[config.mk]
export PLATFORM = sky130hd
export DESIGN_NAME = hilo_unit_flat
export DESIGN_NICKNAME = d
export VERILOG_FILES = /design/src/rtl/hilo_if.sv /design/src/rtl/hilo_unit.sv /design/src/flat_wrapper.sv
export SDC_FILE = /design/constraint.sdc
export NUM_CORES = 1
export LEC_CHECK = 0
export ABC_AREA = 1
export ABC_CLOCK_PERIOD_IN_PS = 2200
export BUFFER_PORTS_ARGS = -buffer_cell sky130_fd_sc_hd__buf_2
export CORE_ASPECT_RATIO = 1.1
export CORE_UTILIZATION = 54
export CTS_CLUSTER_DIAMETER = 80
export DETAILED_ROUTE_END_ITERATION = 12
export HOLD_SLACK_MARGIN = 0.05
export PLACE_DENSITY_LB_ADDON = 0.05
export RECOVER_POWER = 50
export REMOVE_ABC_BUFFERS = 1
export SKIP_CTS_REPAIR_TIMING = 1
export SYNTH_ARGS = -nofsm -noshare
export SYNTH_HDL_FRONTEND = slang
export SYNTH_SLANG_ARGS = --single-unit
[constraint.sdc]
create_clock -name clk -period 2.2 [get_ports clk]
set_input_delay 0.33 -clock clk [delete_from_list [all_inputs] [get_ports clk]]
set_output_delay 0.33 -clock clk [all_outputs]
set_load 0.02 [all_outputs]
[src/rtl/hilo_if.sv]
// rtl/hilo_if.sv - HI/LO unit bus: write-backs, divide command, stall and forwarded HI/LO
// Ports (slave = hilo_unit, master = pipeline):
//   wb_we_hi/wb_we_lo/wb_hi/wb_lo  write-back of HI/LO
//   div_start/div_signed/div_a/div_b/div_annul  divide command and cancel
//   stall_req/div_busy/div_done/div_by_zero     status toward the pipeline
//   hi_rd/lo_rd                                 forwarded HI/LO toward the ALU
interface hilo_if #(parameter int WIDTH = 32);
    logic             wb_we_hi;
    logic             wb_we_lo;
    logic [WIDTH-1:0] wb_hi;
    logic [WIDTH-1:0] wb_lo;
    logic             div_start;
    logic             div_signed;
    logic [WIDTH-1:0] div_a;
    logic [WIDTH-1:0] div_b;
    logic             div_annul;
    logic             stall_req;
    logic             div_busy;
    logic             div_done;
    logic             div_by_zero;
    logic [WIDTH-1:0] hi_rd;
    logic [WIDTH-1:0] lo_rd;

    modport master (
        output wb_we_hi, wb_we_lo, wb_hi, wb_lo,
        output div_start, div_signed, div_a, div_b, div_annul,
        input  stall_req, div_busy, div_done, div_by_zero, hi_rd, lo_rd
    );

    modport slave (
        input  wb_we_hi, wb_we_lo, wb_hi, wb_lo,
        input  div_start, div_signed, div_a, div_b, div_annul,
        output stall_req, div_busy, div_done, div_by_zero, hi_rd, lo_rd
    );
endinterface

[src/rtl/hilo_unit.sv]
// rtl/hilo_unit.sv - HI/LO register pair with background restoring divider and forwarding
// Ports:
//   clk   rising-edge clock
//   rst   synchronous active-high reset
//   bus   hilo_if.slave: write-backs, divide command, stall/status, forwarded hi_rd/lo_rd
module hilo_unit #(
    parameter int WIDTH = 32
) (
    input  logic   clk,
    input  logic   rst,
    hilo_if.slave  bus
);
    localparam int CW = $clog2(WIDTH);

    typedef enum logic [1:0] {IDLE, BUSY, DONE} state_t;

    state_t           state;
    logic [WIDTH-1:0] hi_reg;
    logic [WIDTH-1:0] lo_reg;
    logic [WIDTH-1:0] rem;
    logic [WIDTH-1:0] quo;
    logic [WIDTH-1:0] dvsr;
    logic             sign_q;
    logic             sign_r;
    logic             dz;
    logic [CW-1:0]    cnt;

    logic [WIDTH-1:0] abs_a;
    logic [WIDTH-1:0] abs_b;
    logic [WIDTH:0]   rem_sh;
    logic [WIDTH:0]   trial;
    logic [WIDTH-1:0] res_lo;
    logic [WIDTH-1:0] res_hi;
    logic             commit;

    always_comb begin
        abs_a  = (bus.div_signed && bus.div_a[WIDTH-1]) ? -bus.div_a : bus.div_a;
        abs_b  = (bus.div_signed && bus.div_b[WIDTH-1]) ? -bus.div_b : bus.div_b;
        // rem < dvsr always holds, so a set MSB of the (WIDTH+1)-bit
        // difference means the trial subtraction went negative.
        rem_sh = {rem, quo[WIDTH-1]};
        trial  = rem_sh - {1'b0, dvsr};
        res_lo = sign_q ? -quo : quo;
        res_hi = sign_r ? -rem : rem;
        commit = (state == DONE) && !bus.div_annul;
    end

    always_ff @(posedge clk) begin
        if (rst) begin
            state  <= IDLE;
            hi_reg <= '0;
            lo_reg <= '0;
            rem    <= '0;
            quo    <= '0;
            dvsr   <= '0;
            sign_q <= 1'b0;
            sign_r <= 1'b0;
            dz     <= 1'b0;
            cnt    <= '0;
        end else begin
            // Divider result outranks a same-edge write-back on both halves.
            if (commit) begin
                hi_reg <= res_hi;
                lo_reg <= res_lo;
            end else begin
                if (bus.wb_we_hi) hi_reg <= bus.wb_hi;
                if (bus.wb_we_lo) lo_reg <= bus.wb_lo;
            end

            case (state)
                IDLE: begin
                    if (bus.div_start) begin
                        if (bus.div_b == '0) begin
                            // Divide by zero: quotient all ones, remainder = dividend.
                            quo    <= '1;
                            rem    <= bus.div_a;
                            sign_q <= 1'b0;
                            sign_r <= 1'b0;
                            dz     <= 1'b1;
                            state  <= DONE;
                        end else begin
                            sign_q <= bus.div_signed & (bus.div_a[WIDTH-1] ^ bus.div_b[WIDTH-1]);
                            sign_r <= bus.div_signed & bus.div_a[WIDTH-1];
                            quo    <= abs_a;
                            dvsr   <= abs_b;
                            rem    <= '0;
                            cnt    <= '0;
                            dz     <= 1'b0;
                            state  <= BUSY;
                        end
                    end
                end
                BUSY: begin
                    if (bus.div_annul) begin
                        state <= IDLE;
                    end else begin
                        if (!trial[WIDTH]) begin
                            rem <= trial[WIDTH-1:0];
                            quo <= {quo[WIDTH-2:0], 1'b1};
                        end else begin
                            rem <= rem_sh[WIDTH-1:0];
                            quo <= {quo[WIDTH-2:0], 1'b0};
                        end
                        cnt <= cnt + 1'b1;
                        if (cnt == CW'(WIDTH - 1)) state <= DONE;
                    end
                end
                DONE:    state <= IDLE;
                default: state <= IDLE;
            endcase
        end
    end

    assign bus.stall_req   = ((state == IDLE) && bus.div_start) || (state == BUSY);
    assign bus.div_busy    = (state == BUSY);
    assign bus.div_done    = commit;
    assign bus.div_by_zero = commit && dz;
    assign bus.hi_rd       = commit ? res_hi : (bus.wb_we_hi ? bus.wb_hi : hi_reg);
    assign bus.lo_rd       = commit ? res_lo : (bus.wb_we_lo ? bus.wb_lo : lo_reg);
endmodule

[src/flat_wrapper.sv]
// flat-port wrapper written by rule: the top's interface ports become plain ports
module hilo_unit_flat 
#(
    parameter int WIDTH = 32
)
  (clk, rst, bus_wb_we_hi, bus_wb_we_lo, bus_wb_hi, bus_wb_lo, bus_div_start, bus_div_signed, bus_div_a, bus_div_b, bus_div_annul, bus_stall_req, bus_div_busy, bus_div_done, bus_div_by_zero, bus_hi_rd, bus_lo_rd);
  hilo_if #(.WIDTH(WIDTH)) bus_i ();
  input  logic clk;
  input  logic rst;
  input wire logic [$bits(bus_i.wb_we_hi)-1:0] bus_wb_we_hi;
  input wire logic [$bits(bus_i.wb_we_lo)-1:0] bus_wb_we_lo;
  input wire logic [$bits(bus_i.wb_hi)-1:0] bus_wb_hi;
  input wire logic [$bits(bus_i.wb_lo)-1:0] bus_wb_lo;
  input wire logic [$bits(bus_i.div_start)-1:0] bus_div_start;
  input wire logic [$bits(bus_i.div_signed)-1:0] bus_div_signed;
  input wire logic [$bits(bus_i.div_a)-1:0] bus_div_a;
  input wire logic [$bits(bus_i.div_b)-1:0] bus_div_b;
  input wire logic [$bits(bus_i.div_annul)-1:0] bus_div_annul;
  output wire logic [$bits(bus_i.stall_req)-1:0] bus_stall_req;
  output wire logic [$bits(bus_i.div_busy)-1:0] bus_div_busy;
  output wire logic [$bits(bus_i.div_done)-1:0] bus_div_done;
  output wire logic [$bits(bus_i.div_by_zero)-1:0] bus_div_by_zero;
  output wire logic [$bits(bus_i.hi_rd)-1:0] bus_hi_rd;
  output wire logic [$bits(bus_i.lo_rd)-1:0] bus_lo_rd;
  assign bus_i.wb_we_hi = bus_wb_we_hi;
  assign bus_i.wb_we_lo = bus_wb_we_lo;
  assign bus_i.wb_hi = bus_wb_hi;
  assign bus_i.wb_lo = bus_wb_lo;
  assign bus_i.div_start = bus_div_start;
  assign bus_i.div_signed = bus_div_signed;
  assign bus_i.div_a = bus_div_a;
  assign bus_i.div_b = bus_div_b;
  assign bus_i.div_annul = bus_div_annul;
  assign bus_stall_req = bus_i.stall_req;
  assign bus_div_busy = bus_i.div_busy;
  assign bus_div_done = bus_i.div_done;
  assign bus_div_by_zero = bus_i.div_by_zero;
  assign bus_hi_rd = bus_i.hi_rd;
  assign bus_lo_rd = bus_i.lo_rd;
  hilo_unit #(.WIDTH(WIDTH)) u_core (.clk(clk), .rst(rst), .bus(bus_i));
endmodule
==> qor.csv, run 1 <==
metric,value,unit
pwr-share-seq,0.230,
gr-total-overflow,0,
design.core.area,0.0264,mm²
slew_violations,0,
tightest_slew,0.942,ns
final_hold_viol_count,0,
crit_slowest_cell,dfxtp_2,
fp.dieH,175,µm
routed_wl,60900,µm
vias,19000,
io_pins,203,
mostFrequentLayoutCells,"796 x nand2_1, 347 x inv_1, 255 x buf_4, 199 x nor2_1, 144 x buf_2",
final_common_cell,nand2_1,
cts.clk_slew.worst_paths,0.07,ns
htreeDepth,4,
critPathMaxFanout,6,
synth_edf_count,0,
cp.depth,12,
worst-path-buf-inv,3,
skew,0.0125,ns
final_area,0.0209,mm²
synth_seq_cells,170,
grtUsageTotal,0.346,
finalCritPeriodShare,1.26,
vias_per_cell,5.63,
cts_root_buf,clkbuf_16,
clk_latency,0.45,ns
synth.avg_cell_area,5.63,µm²
drt-pass1-iter-count,8,
sw_frac_of_total,0.456,
grt_max_degree,93,
syn_inst,2597,
fin_ws,-0.581,ns
clkPwrFrac,0.198,
whs,0.233,ns
p_per_area,774,mW/mm²
detailed_place.area,0.0174,mm²
cts_buffers,17,
max-cap-violations,0,
synth_warnings,0,
cpPeakStageDelay,0.37,ns
r2r_end,u_core.rem[3],
synthFlopType,dfxtp_1,
fin_crit,2.78,ns
route.detailed.drc,0,
die_w,159,µm
cp_cell_sequence,nor2_2 > nand2_1 > nor2_4 > inv_2 > nor2_4 > inv_2 > o21ai_2 > o21ai_1 > a21oi_1 > o21ai_1 > nand2_1 > buf_4,
fin_util,0.793,
cts_tree,yes,
synth_top_family_by_area,simple AND/OR/NAND/NOR gates,
dieArea,0.0278,mm²
p_total,0.0162,W
cp-endpoint,bus_hi_rd[16],
initialDrtViolationCount,2184,
grt_pass1_vias,15500,
rows,62,
combPwrFrac,0.572,
crit_path_start_kind,flip-flop,
slew-limit-headroom,0.372,
ys_seq_area_frac,0.233,
crit_required,1.87,ns
r2r_cells,16,
grt_pass1_wl,77200,µm
p_int,0.00882,W
rsz0062_at_grt,true,
synth_xor_area_frac,0.0527,
reg2reg_setup_slack,-0.15,ns
portBuffers,202,
hpwl,37800,µm
r2r_start,u_core.rem[14],
crit_arrival,2.45,ns
drive_gt1_frac,0.313,
synth_compound_area_frac,0.132,
nFillCells,1873,
synthesis.area,0.0146,mm²
synth_simple_gate_area_share,0.421,
final_nets,3190,
worstSetupPathType,flip-flop to primary output,
synthArstFlopShare,0,
antenna_found_initial,1,
vdd_ir_drop_max,631,µV
violations,negative setup slack,
switchingPower,0.00738,W
end_kind,primary output,
fin_tns_setup,-28.07,ns
crit_family,simple AND/OR/NAND/NOR gates,
muxShareOfSynthArea,0,
status,"finished, violations left",
initial_core_util,0.555,
area_growth,43.1,%
fmaxAchievable,0.360,GHz
wire_per_inst,18.0,µm
hold_path_class,input port to flip-flop,
synth.distinct_cells,50,
place_congestion,0.958,
synth_adder_area_share,0.0339,
startpoint,u_core.rem[4],
p_leak,10.7,nW
setup_viol,118,
clock-sinks,170,
clk_path_buf_depth,2,
worstHoldStart,bus_div_b[9],
ant_nets,0,
[worst min-delay path by stage]
stage,depth (start not counted),slack (ns),endpoint
after detailed placement,2,0.46,u_core.dvsr[16]
after global routing,3,0.24,u_core.dvsr[9]
after global placement,2,0.45,u_core.dz
after floorplan,1,0.40,u_core.cnt[1]
after CTS,3,0.23,u_core.dvsr[9]
final,3,0.23,u_core.dvsr[9]
[worst reg2reg max path, cell delays in order, from the launching register on]
cell and delay (ns):
dfxtp_4 0.35, buf_4 0.15, ha_4 0.28, nand2_1 0.07, inv_1 0.09, nand2_2 0.08, nor2_1 0.21, nand2_2 0.10
nand2_4 0.09, nand2_4 0.09, nand2_4 0.10, nand2_4 0.07, nand2_8 0.13, clkbuf_16 0.18, nand2_1 0.06, nand3_1 0.09
a21oi_1 0.09
[synthesized netlist by cell type (6+ instances only)]
library cell,instances,share of area
nand2_1,925,0.24
inv_1,375,0.096
nor2_1,227,0.058
nand3_1,192,0.066
dfxtp_1,170,0.23
a21oi_1,158,0.054
o21ai_0,110,0.038
xor2_1,79,0.047
clkbuf_1,68,0.017
ha_1,38,0.033
nand4_1,36,0.015
o211ai_1,30,0.015
nor2_2,23,0.0098
nor3_1,22,0.0075
a21oi_2,19,0.011
o21ai_1,18,0.0062
buf_2,13,0.0044
or2_2,12,0.0051
xnor2_1,9,0.0054
buf_1,7,0.0018
nand2_2,7,0.0030
nor4_1,7,0.0030
inv_2,6,0.0015
[per-stage QoR]
stage	instances	setup slack, ns
after floorplan	2500	-4.16
final	3382	-0.581
after global routing	3381	-0.654
after CTS	3309	-0.827
after detailed placement	3277	-0.317
after global placement	3277	-0.232
[cells by family after synthesis]
kind of cell    Yosys count
fa+ha+maj                39
simple gates           1471
xor+xnor                 88
compound gates          350
flops                   170
buf+inv                 479
[area by class of cell]
class,instances,area (µm²),share of cell area
diodes,1,2.50,0.000120
clock buffers,21,450,0.0215
clock inverters,11,136,0.00652
inverters,382,1480,0.0705
multi-input cells,1950,11000,0.524
flip-flops and latches,170,3450,0.165
well taps,352,440,0.0210
repair buffers,495,4020,0.192
[layer usage]
layer | vias up | track usage | part of all wire
met4 | 0 | 0.148 | 0.065
met5 | - | 0 | 0
met2 | 1188 | 0.555 | 0.45
met3 | 301 | 0.0598 | 0.10
li1 | 9000 | - | -
met1 | 8553 | 0.456 | 0.39
[power by group through the flow]
| stage | clock network (W) | logic (W) | registers [W] |
|---|---|---|---|
| CTS | 0.00319 | 0.00687 | 0.00363 |
| global placement | 0 | 0.00672 | 0.00369 |
| detailed placement | 0 | 0.00682 | 0.00370 |
| global route | 0.00332 | 0.00997 | 0.00374 |
| finish | 0.00321 | 0.00926 | 0.00373 |
| floorplan | 0 | 0.00421 | 0.00365 |
(Power assumes the default switching activity.)
==> run 2, diff against run 1 <==
CORE_UTILIZATION = 45   (was 54)
==> run 2 against run 1 <==
Net effect:
- the flow still finishes with violations (negative setup slack)
- clock skew is essentially flat
- first-iteration DRC count shrank 42%
- clock power is essentially flat
- core utilization shrank 13 points
- fmax grew 5.2%
- sequential power is essentially flat
- critical path type unchanged
- highest routed layer unchanged
==> qor.csv, run 2 (synthesis results as in run 1) <==
metric,value,unit,change
slew_violations,0,,unchanged
violations,negative setup slack,,unchanged
mostFrequentLayoutCells,"807 x nand2_1, 347 x inv_1, 276 x buf_4, 196 x nor2_1, 154 x buf_2",,"was 796 x nand2_1, 347 x inv_1, 255 x buf_4, 199 x nor2_1, 144 x buf_2"
critPathMaxFanout,6,,unchanged
tightest_slew,0.952,ns,was 0.942 ns
p_leak,10.7,nW,about the same
final_common_cell,nand2_1,,unchanged
grt_max_degree,93,,unchanged
vias_per_cell,5.18,,was 5.63
initialDrtViolationCount,1264,,was 2184
clk_latency,0.45,ns,about the same
slew-limit-headroom,0.365,,was 0.372
setup_viol,117,,was 118
startpoint,u_core.rem[0],,was u_core.rem[4]
dp_cells,3373,,was 3277
grt_pass1_vias,15300,,was 15500
cts_buffers,17,,unchanged
grt_pass1_wl,79700,µm,was 77200 µm
hold_path_class,input port to flip-flop,,unchanged
p_total,0.0161,W,was 0.0162 W
antenna_found_initial,0,,was 1
vias,17900,,was 19000
finalCritPeriodShare,1.20,,was 1.26
routed_wl,57200,µm,was 60900 µm
crit_required,1.87,ns,about the same
cpPeakStageDelay,0.34,ns,was 0.37 ns
final_hold_viol_count,0,,unchanged
io_pins,203,,unchanged
rsz0062_at_grt,true,,unchanged
vdd_ir_drop_max,563,µV,was 631 µV
clock-sinks,170,,unchanged
die_w,174,µm,was 159 µm
drive_gt1_frac,0.312,,was 0.313
wire_per_inst,16.5,µm,was 18.0 µm
final_cells,3463,,was 3382
detailed_place.area,0.0177,mm²,was 0.0174 mm²
portBuffers,202,,unchanged
p_per_area,773,mW/mm²,was 774 mW/mm²
antennaDiodeCount,0,,was 1
hpwl,40300,µm,was 37800 µm
fin_ws,-0.443,ns,was -0.581 ns
grtUsageTotal,0.303,,was 0.346
cp-endpoint,bus_hi_rd[18],,was bus_hi_rd[16]
crit_path_start_kind,flip-flop,,unchanged
final_area,0.0209,mm²,about the same
dieArea,0.0332,mm²,was 0.0278 mm²
cp_cell_sequence,inv_4 > ha_4 > nand3_4 > nor2_4 > inv_2 > nor2_4 > inv_2 > o21ai_2 > buf_4 > nand2_2 > xor2_1 > nand2_1 > nand2_1 > buf_6,,was nor2_2 > nand2_1 > nor2_4 > inv_2 > nor2_4 > inv_2 > o21ai_2 > o21ai_1 > a21oi_1 > o21ai_1 > nand2_1 > buf_4
fin_crit,2.64,ns,was 2.78 ns
status,"finished, violations left",,unchanged
final_nets,3205,,was 3190
r2r_start,u_core.quo[31],,was u_core.rem[14]
route.detailed.drc,0,,unchanged
cts.clk_slew.worst_paths,0.08,ns,was 0.07 ns
crit_slowest_cell,dfxtp_2,,unchanged
r2r_cells,18,,was 16
clk_path_buf_depth,2,,unchanged
area_growth,42.6,%,was 43.1%
post-place-ws,-0.344,ns,was -0.317 ns
cts_tree,yes,,unchanged
drt-pass1-iter-count,5,,was 8
design.core.area,0.0317,mm²,was 0.0264 mm²
reg2reg_setup_slack,-0.11,ns,was -0.15 ns
crit_arrival,2.31,ns,was 2.45 ns
htreeDepth,4,,unchanged
fp.dieH,191,µm,was 175 µm
end_kind,primary output,,unchanged
initial_core_util,0.462,,was 0.555
place_congestion,0.967,,was 0.958
skew,0.0127,ns,was 0.0125 ns
r2r_end,u_core.quo[0],,was u_core.rem[3]
ant_nets,0,,unchanged
rows,68,,was 62
cts_root_buf,clkbuf_16,,unchanged
gr-total-overflow,0,,unchanged
fmaxAchievable,0.378,GHz,was 0.360 GHz
worstSetupPathType,flip-flop to primary output,,unchanged
max-cap-violations,0,,unchanged
## run 2: worst max-delay path: cells and delay by family (launching register included)
kind	cells	cell delay, ns
buffers and inverters	5	0.46
XOR/XNOR	1	0.13
flip-flops	1	0.34
AO/OA/AOI/OAI	1	0.17
AND/OR/NAND/NOR	6	0.62
adder cells (fa/ha/maj)	1	0.15
## run 2: worst min-delay path by stage
| stage | from | to | slack [ns] | depth (start not counted) |
|---|---|---|---|---|
| floorplan | rst | u_core.cnt[1] | 0.40 | 1 |
| global placement | u_core.dz | u_core.dz | 0.45 | 2 |
| detailed placement | u_core.dz | u_core.dz | 0.46 | 2 |
| CTS | bus_div_b[9] | u_core.dvsr[9] | 0.21 | 3 |
| global route | bus_div_b[9] | u_core.dvsr[9] | 0.23 | 3 |
| finish | bus_div_b[9] | u_core.dvsr[9] | 0.22 | 3 |
## run 2: layout make-up
class                   count  area (µm²)
clock buffers              17         425
clock inverters            14         159
fillers                  2986       10800
inverters                 382        1470
multi-input cells        1950       10900
flip-flops and latches    170        3450
well taps                 420         526
repair buffers            510        3950
## run 2: routing by layer
layer / GRT usage / share of wire
met3: 0.0358 / 0.069
met1: 0.423 / 0.44
met4: 0.101 / 0.033
met2: 0.482 / 0.45
met5: 0 / 0
## run 2: power by group
| group | total (W) | switching [W] | internal, W |
|---|---|---|---|
| clock network | 0.00322 | 0.00152 | 0.00170 |
| registers | 0.00371 | 0.000300 | 0.00341 |
| logic | 0.00918 | 0.00543 | 0.00375 |
## run 2: stage by stage
| stage | util | hold WS [ns] | TNS, ns |
|---|---|---|---|
| final | 0.659 | 0.220 | -25.71 |
| after global routing | 0.659 | 0.232 | -38.86 |
| after CTS | 0.578 | 0.212 | -36.58 |
| after detailed placement | 0.560 | 0.458 | -17.56 |
| after global placement | 0.560 | 0.446 | -11.80 |
| after floorplan | - | 0.399 | -603.13 |
==> run 3, diff against run 2 <==
MAX_ROUTING_LAYER = met4   (was not set)
PLACE_DENSITY = 0.73   (was not set)
PLACE_DENSITY_LB_ADDON = not set   (was 0.05)
==> run 3 against run 2 <==
Net effect:
- sequential power about the same
- largest power group unchanged
- wire length up 5.2%
- non-clock buffer count down 16
- register-to-register slack barely moved
- count of clock-buffer cells in the layout is 1 higher
- combinational power increased by 3.7%
- critical endpoint is now bus_hi_rd[14]
- worst hold slack got worse by 0.0043 ns
- critical path depth fell by 1
- the run still ends with negative setup slack left
- global-route usage is 0.98 points higher
- final area increased by 1.3%
- cell count shrank 0.43%
- first-iteration DRC count up 42%
==> qor.csv, run 3 (synthesis results as in run 1) <==
metric,value,unit,change
htreeDepth,4,,unchanged
nFillCells,2846,,was 2986
wire_per_inst,17.4,µm,was 16.5 µm
antenna_found_initial,2,,was 0
final_area,0.0211,mm²,was 0.0209 mm²
cts_root_buf,clkbuf_16,,unchanged
fin_util,0.668,,was 0.659
multiInputGateArea,0.0110,mm²,was 0.0109 mm²
status,"finished, violations left",,unchanged
end_kind,primary output,,unchanged
worstHoldStart,bus_div_b[6],,was bus_div_b[9]
fp.dieH,191,µm,unchanged
violations,negative setup slack,,unchanged
r2r_cells,18,,unchanged
p_leak,10.9,nW,was 10.7 nW
portBuffers,202,,unchanged
critPathMaxFanout,4,,was 6
initialDrtViolationCount,1789,,was 1264
pwr-share-seq,0.225,,was 0.230
p_per_area,782,mW/mm²,was 773 mW/mm²
r2r_end,u_core.rem[22],,was u_core.quo[0]
clk_latency,0.45,ns,about the same
p_int,0.00904,W,was 0.00887 W
place_congestion,0.965,,was 0.967
crit_arrival,2.32,ns,was 2.31 ns
final_hold_viol_count,0,,unchanged
cts_buffers,17,,unchanged
drive_gt1_frac,0.312,,about the same
vias_per_cell,5.33,,was 5.18
post-place-ws,-0.227,ns,was -0.344 ns
drt-pass1-iter-count,6,,was 5
crit_path_start_kind,flip-flop,,unchanged
detailed_place.area,0.0175,mm²,was 0.0177 mm²
cp_cell_sequence,inv_4 > ha_4 > nand3_4 > nor2_4 > inv_2 > nor2_4 > inv_2 > o21ai_4 > buf_6 > xor2_1 > nand2_1 > nand2_1 > buf_4,,was inv_4 > ha_4 > nand3_4 > nor2_4 > inv_2 > nor2_4 > inv_2 > o21ai_2 > buf_4 > nand2_2 > xor2_1 > nand2_1 > nand2_1 > buf_6
cts.clk_slew.worst_paths,0.08,ns,about the same
fin_crit,2.65,ns,was 2.64 ns
grt_max_degree,78,,was 93
cpPeakStageDelay,0.34,ns,about the same
die_w,174,µm,unchanged
fmaxAchievable,0.377,GHz,was 0.378 GHz
initial_core_util,0.462,,unchanged
final_nets,3187,,was 3205
vias,18400,,was 17900
combPwrFrac,0.577,,was 0.570
sw_frac_of_total,0.453,,was 0.450
final_common_cell,nand2_1,,unchanged
max-cap-violations,0,,unchanged
design.core.area,0.0317,mm²,unchanged
register_area,0.00344,mm²,was 0.00345 mm²
hold_path_class,input port to flip-flop,,unchanged
fin_ws,-0.451,ns,was -0.443 ns
crit_required,1.87,ns,about the same
grt_pass1_wl,80100,µm,was 79700 µm
clock-sinks,170,,unchanged
routed_wl,60100,µm,was 57200 µm
slew_violations,0,,unchanged
slew-limit-headroom,0.518,,was 0.365
skew,0.0117,ns,was 0.0127 ns
busiest_layer,met2,,unchanged
route.detailed.drc,0,,unchanged
crit_slowest_cell,dfxtp_2,,unchanged
whs_endpoint,u_core.dvsr[6],,was u_core.dvsr[9]
min_path_cells,3,,unchanged
ant_nets,0,,unchanged
finalCritPeriodShare,1.20,,about the same
setup_viol,97,,was 117
grt_pass1_vias,15500,,was 15300
tightest_slew,0.721,ns,was 0.952 ns
met1_usage,0.415,,was 0.423
gr-total-overflow,0,,unchanged
rows,68,,unchanged
grt_util_met3,0.0366,,was 0.0358
grtUsageTotal,0.313,,was 0.303
r2r_start,u_core.quo[31],,unchanged
area_growth,44.4,%,was 42.6%
mostFrequentLayoutCells,"774 x nand2_1, 355 x inv_1, 245 x buf_4, 202 x nor2_1, 145 x buf_2",,"was 807 x nand2_1, 347 x inv_1, 276 x buf_4, 196 x nor2_1, 154 x buf_2"
switchingPower,0.00748,W,was 0.00725 W
reg2reg_setup_slack,-0.12,ns,was -0.11 ns
worst-path-buf-inv,5,,unchanged
vdd_ir_drop_max,518,µV,was 563 µV
clkPwrFrac,0.198,,was 0.200
clk_path_buf_depth,2,,unchanged
cts_tree,yes,,unchanged
crit_family,simple AND/OR/NAND/NOR gates,,unchanged
grt_use_met2,0.493,,was 0.482
rsz0062_at_grt,true,,unchanged
hpwl,40700,µm,was 40300 µm
worstSetupPathType,flip-flop to primary output,,unchanged
dieArea,0.0332,mm²,unchanged
io_pins,203,,unchanged
## run 3: changes by cell type in the layout (fill, tap and decap cells not counted), moves of 8 or more
cell | previous run | this run
nand2_1 | 807 | 774
buf_4 | 276 | 245
nand2_2 | 85 | 107
nand2_4 | 37 | 51
buf_6 | 51 | 63
buf_2 | 154 | 145
inv_1 | 347 | 355
## run 3: metrics by stage
stage / power (W) / hold slack (ns) / instances / TNS, ns
global route: 0.0174 / 0.214 / 3448 / -29.41
detailed placement: 0.0109 / 0.454 / 3346 / -8.09
finish: 0.0165 / 0.216 / 3448 / -19.47
floorplan: 0.00786 / 0.399 / 2500 / -603.13
CTS: 0.0141 / 0.202 / 3378 / -30.87
global placement: 0.0108 / 0.446 / 3346 / -4.96
## run 3: how the worst max path moves through the flow
stage | from | endpoint | depth (start not counted)
6_report | u_core.rem[0] | bus_hi_rd[14] | 13
5_1_grt | u_core.rem[0] | bus_hi_rd[18] | 14
4_1_cts | u_core.rem[0] | bus_hi_rd[16] | 13
3_5_place_dp | u_core.quo[31] | u_core.quo[0] | 18
3_3_place_gp | u_core.rem[0] | bus_hi_rd[18] | 14
2_1_floorplan | u_core.state[1] | bus_hi_rd[2] | 4
## run 3: cell type report
cell class              count  share of cell area
well taps                 420              0.0249
clock buffers              18              0.0203
repair buffers            494               0.195
clock inverters            14             0.00823
multi-input cells        1948               0.519
inverters                 382              0.0692
flip-flops and latches    170               0.163
diodes                      2            0.000237
## run 3: routing by layer
layer | part of all wire | vias up
met3 | 0.071 | 174
met5 | 0 | -
met4 | 0.046 | 0
li1 | - | 8989
met1 | 0.42 | 8448
met2 | 0.46 | 776
## run 3: worst register-to-register path, delay by kind of cell (launching register included)
family                     cells  cell delay (ns)
and+or+nand+nor               12             0.95
adders and majority gates      2             0.53
DFF                            1             0.34
buffers and inverters          3             0.31
AOI/OAI and AO/OA              1             0.07
## run 3: power by group through the flow
stage	clock network [W]	registers, W	logic [W]
finish	0.00327	0.00372	0.00952
global route	0.00341	0.00375	0.0103
CTS	0.00326	0.00364	0.00721
detailed placement	0	0.00371	0.00717
global placement	0	0.00370	0.00710
floorplan	0	0.00365	0.00421
